## src/rtl/fir_coeff_ctrl.sv

```systemverilog
// Double-buffered FIR coefficient controller: drains the FIR, then swaps shadow into active.
// Optional FIR_COEFF_READBACK_EN adds a registered read port on the active bank.
module fir_coeff_ctrl #(
  parameter int N            = 8,
  parameter int COEFF_WIDTH  = 16,
  parameter int DRAIN_CYCLES = 2,
  localparam int AW          = (N > 1) ? $clog2(N) : 1
) (
  input  logic                       clk,
  input  logic                       rst_n,
`ifdef FIR_COEFF_READBACK_EN
  input  logic [AW-1:0]              cfg_rd_addr,
  output logic [COEFF_WIDTH-1:0]     cfg_rd_data,
`endif
  input  logic                       cfg_wr_en,
  input  logic [AW-1:0]              cfg_addr,
  input  logic [COEFF_WIDTH-1:0]     cfg_data,
  input  logic                       cfg_commit,
  output logic                       cfg_busy,
  output logic                       cfg_err,
  input  logic                       cfg_err_clr,
  input  logic                       src_valid,
  output logic                       src_ready,
  output logic                       fir_valid_in,
  output logic                       fir_clr,
  output logic [N*COEFF_WIDTH-1:0]   coeff_bus,
  output logic                       swap_done
);

  localparam int DW = (DRAIN_CYCLES > 0) ? $clog2(DRAIN_CYCLES + 1) : 1;

  typedef enum logic [1:0] {IDLE, DRAIN, SWAP} state_t;

  state_t                 state, state_next;
  logic [DW-1:0]          drain_cnt, drain_cnt_next;
  logic                   run;
  logic                   shadow_we;
  logic                   swap_en;
  logic                   err_set;
  logic [COEFF_WIDTH-1:0] shadow [N];
  logic [COEFF_WIDTH-1:0] active [N];

  // Symmetric lowpass loaded into both banks on reset.
  function automatic logic [COEFF_WIDTH-1:0] default_tap(input int k);
    int v;
    case (k)
      0, 7:    v = 1638;
      1, 6:    v = 3277;
      2, 5:    v = 4915;
      3, 4:    v = 6554;
      default: v = 0;
    endcase
    return COEFF_WIDTH'(v);
  endfunction

  // run holds src_ready low until the first edge after reset release.
  always_ff @(posedge clk or negedge rst_n) begin
    if (!rst_n) begin
      state     <= IDLE;
      drain_cnt <= '0;
      run       <= 1'b0;
      swap_done <= 1'b0;
      cfg_err   <= 1'b0;
    end else begin
      state     <= state_next;
      drain_cnt <= drain_cnt_next;
      run       <= 1'b1;
      swap_done <= (state == SWAP);
      cfg_err   <= err_set | (cfg_err & ~cfg_err_clr);
    end
  end

  always_comb begin
    state_next     = state;
    drain_cnt_next = drain_cnt;
    case (state)
      IDLE: begin
        if (cfg_commit) begin
          state_next     = DRAIN;
          drain_cnt_next = DW'(DRAIN_CYCLES);
        end
      end
      DRAIN: begin
        if (drain_cnt == '0) begin
          state_next = SWAP;
        end else begin
          drain_cnt_next = drain_cnt - 1'b1;
        end
      end
      SWAP:    state_next = IDLE;
      default: state_next = IDLE;
    endcase
  end

  always_comb begin
    src_ready    = 1'b0;
    fir_valid_in = 1'b0;
    cfg_busy     = 1'b0;
    fir_clr      = 1'b0;
    shadow_we    = 1'b0;
    swap_en      = 1'b0;
    err_set      = 1'b0;
    case (state)
      IDLE: begin
        src_ready    = run;
        fir_valid_in = run & src_valid;
        shadow_we    = cfg_wr_en;
      end
      DRAIN: begin
        cfg_busy = 1'b1;
        err_set  = cfg_wr_en | cfg_commit;
      end
      SWAP: begin
        cfg_busy = 1'b1;
        fir_clr  = 1'b1;
        swap_en  = 1'b1;
        err_set  = cfg_wr_en | cfg_commit;
      end
      default: ;
    endcase
  end

  always_ff @(posedge clk or negedge rst_n) begin
    if (!rst_n) begin
      for (int k = 0; k < N; k++) shadow[k] <= default_tap(k);
    end else if (shadow_we) begin
      shadow[cfg_addr] <= cfg_data;
    end
  end

  always_ff @(posedge clk or negedge rst_n) begin
    if (!rst_n) begin
      for (int k = 0; k < N; k++) active[k] <= default_tap(k);
    end else if (swap_en) begin
      active <= shadow;
    end
  end

  genvar gi;
  generate
    for (gi = 0; gi < N; gi++) begin : g_bus
      assign coeff_bus[gi*COEFF_WIDTH +: COEFF_WIDTH] = active[gi];
    end
  endgenerate

`ifdef FIR_COEFF_READBACK_EN
  always_ff @(posedge clk or negedge rst_n) begin
    if (!rst_n) begin
      cfg_rd_data <= '0;
    end else begin
      cfg_rd_data <= active[cfg_rd_addr];
    end
  end
`endif

endmodule

```

## config.mk

```make
export PLATFORM = sky130hd
export DESIGN_NAME = fir_coeff_ctrl
export DESIGN_NICKNAME = d
export VERILOG_FILES = /design/src/rtl/fir_coeff_ctrl.sv
export SDC_FILE = /design/constraint.sdc
export NUM_CORES = 1
export LEC_CHECK = 0
export BUFFER_PORTS_ARGS = -buffer_cell sky130_fd_sc_hd__buf_2
export CAP_MARGIN = 10
export CORE_UTILIZATION = 60
export CTS_CLUSTER_DIAMETER = 100
export CTS_CLUSTER_SIZE = 40
export DETAILED_ROUTE_END_ITERATION = 8
export PLACE_DENSITY = 0.84
export SYNTH_ARGS = -nofsm -noshare
export SYNTH_HDL_FRONTEND = slang
export SYNTH_SLANG_ARGS = --single-unit
```

## constraint.sdc

```tcl
create_clock -name clk -period 4.2 [get_ports clk]
set_input_delay 0.84 -clock clk [delete_from_list [all_inputs] [get_ports clk]]
set_output_delay 0.84 -clock clk [all_outputs]
set_load 0.01 [all_outputs]
```

==> impl_results.md <==
* Status: complete, no violations
* Congestion Overflow GR at 0
* Post-Place Cells at 940
* Clock root buffer: clkbuf_16
* Crit end category: output pin
* DRC violations left at 0
* Share of post-route cells with drive strength above 1 at 0.728
* Rel. slew slack at 0.270
* Htree depth at 1
* Max Freq at 392 MHz
* Initial Util at 0.624
* Routability cong. at ~0.75
* Seq cells post-synth at 263
* Port Buf Inserts at 158
* Final ANT Viol Nets at 0
* Fin nets at roughly 770
* Pwr/cell area at about 800 nW/um^2
* Sink Count at approximately 260
* CTS Buf Count at 10
* Finish-stage setup viols at 0
* Post-Syn Instances at 587
* Layout fillers at 1090
* Diode count at 0
* Final hold vios at 0
* Hold WC Path Type: primary input to asynchronous set/reset pin
* DIE WIDTH at 131 um
* Final wirelength at approximately 20000 um
* Fin. max-slew vios at 0
* Distinct cell type count after synthesis at 28
* Final Cycle Share at 0.608
* I/O pins at about 160
* DIE AREA at between 15000 and 20000 sq um
* Worst Path Max Fanout at 7
* Vias at 5392
* Syn Nets at 618
* Drt pass-1 iters at 4
* Data required, critical path at 3.36 ns
* Total number of yosys warnings at 0
* Initial antenna violation count at 0
* GRT Util Overall at 0.240
* Clock transition at the registers of the reported paths at between 0.1 and 0.15 ns
* Initial drt markers at 353
* Worst Skew at 0.0146 ns
* Pleak at 0.00519 uW
* WHS at 0.469 ns
* First-pass GRT wire length at around 33000 um
* Die height at 131 um
* Area grow syn2layout at 13.2%
* Reg area at between 6000 and 7000 sq um
* Clk_lat worst skew at 0.48 ns
* WL per Instance at 21.0 um
* Final std cells w/o fill at 956
* Clock tree buffer depth at 3
* Detailed Place HPWL at roughly 13000 um
* Via-to-Cell Ratio at roughly 5.6
* Worst EP arrival at 1.71 ns
* Core area at 16100 sq um
* Largest net degree at the start of global routing at 150
* CP Class: register to output pin
* Site Rows at 46
* Post-CTS Setup Inserts at 0
* Netlist Area Pre-Place at ~10000 sq um
* Worst-Margin Slew at 1.09 ns
* Resize count post-CTS at 0
* Area of the multi-input gates at 3210 sq um
* Fin Setup TNS at 0 ns
* CP startpoint kind: register
* R2R setup slack at around 1.7 ns
* Worst IR Drop VDD at about 500 uV
* Post-synthesis sequential area ratio at 0.668
* Most frequent cells in the layout: mux2_2 (239), buf_2 (157), dfrtp_1 (155)
* Tmin final at 2.55 ns
* Vias in the first global route at around 5800
* Most common cell after layout, fill and taps aside: mux2_2
* Synthesized area per cell at 17.1 sq um
* CTS tree: yes
* RSZ-0062 raised after global routing: false
* MaxCap Viol Count at 0
* Hold buffers post-CTS at 0
-- worst max-delay path, stage by stage (launching register included) --
cell and delay (ns):
dfrtp_1 0.45, inv_1 0.14, ha_1 0.31, and3_1 0.20, buf_2 0.13
-- flip-flops by register name (all words and copies together) (netlist names) --
| register | flops |
|---|---|
| cfg_err | 1 |
| coeff_bus | 128 |
| drain_cnt | 2 |
| run | 1 |
| shadow | 128 |
| state | 2 |
| swap_done | 1 |
-- kinds of logic (layout without fill, tap and decap cells) --
family | count (synthesis) | after routing | share of synthesized area
flops | 263 | 263 | 0.668
buf+inv | 30 | 183 | 0.0147
simple gates | 21 | 21 | 0.0114
compound gates | 7 | 7 | 0.00460
fa+ha+maj | 6 | 6 | 0.00746
mux | 259 | 259 | 0.294
other cells | 1 | 1 | 0.000373
-- metrics by stage --
step                      instance area [sq um]  total power [uW]  worst slack (ns)   util
after global placement                    11100              7640              1.67  0.688
after CTS                                 11400              9120              1.64  0.707
final                                     11400              9050              1.65  0.707
after global routing                      11400              9540              1.55  0.707
after floorplan                           10100              6670              2.09      -
after detailed placement                  11100              7900              1.62  0.688
-- cell usage after synthesis --
cell	number	area [sq um]
buf_4	4	30.0
nand3_1	2	10.0
mux2_2	239	2690
nor2_1	4	15.0
ha_1	6	75.1
o211a_1	1	10.0
conb_1	1	3.75
dfstp_2	108	2840
nor2_2	3	18.8
inv_1	6	22.5
nor2b_1	2	12.5
a22oi_1	1	7.51
nand2_1	2	7.51
mux2_4	10	150
o221ai_1	1	8.76
o21ai_0	4	20.0
or3_1	2	12.5
buf_1	2	7.51
clkbuf_1	12	45.0
nand2b_1	2	12.5
mux2i_1	1	10.0
and2_1	2	12.5
dfrtp_1	155	3880
and3_1	1	6.26
buf_2	4	20.0
buf_6	2	22.5
nand3b_1	1	7.51
mux2_1	9	101
-- power by group --
| part | switching [uW] | leakage, uW | internal [uW] |
|---|---|---|---|
| Combinational | 1360 | 0.00199 | 1710 |
| Sequential | 649 | 0.00305 | 4110 |
| Clock | 725 | 0.000148 | 494 |
| Total | 2730 | 0.00519 | 6310 |
-- path summary, 6_finish.rpt --
| kind | from | end | cells past startpoint |
|---|---|---|---|
| worst max-delay path | state[1]$_DFFE_PN0P_ | fir_valid_in | 4 |
| worst min-delay path | rst_n | coeff_bus[62]$_DFFE_PN0P_ | 1 |
| worst max register to register | state[1]$_DFFE_PN0P_ | shadow[12]$_DFFE_PN0P_ | 5 |
| worst min register to register | shadow[87]$_DFFE_PN0P_ | shadow[87]$_DFFE_PN0P_ | 1 |
| max in group asynchronous | rst_n | coeff_bus[6]$_DFFE_PN1P_ | 2 |
| min in group clk | shadow[87]$_DFFE_PN0P_ | shadow[87]$_DFFE_PN0P_ | 1 |
-- cell type report --
| class | count | share of cell area |
|---|---|---|
| Clock buffer | 13 | 0.0248 |
| Clock inverter | 3 | 0.00209 |
| Inverter | 6 | 0.00198 |
| Multi-Input combinational cell | 294 | 0.282 |
| Sequential cell | 263 | 0.590 |
| Tap cell | 216 | 0.0237 |
| Timing Repair Buffer | 161 | 0.0756 |
-- layer usage --
| metal | vias up | wire, um | track usage |
|---|---|---|---|
| met1 | 2896 | 8720 | 0.326 |
| met4 | 0 | 266 | 0.0407 |
| met2 | 141 | 10100 | 0.412 |
| met5 | - | 0 | 0 |
| li1 | 2337 | - | - |
| met3 | 18 | 987 | 0.0451 |
Power figures use the tool's default switching activity.
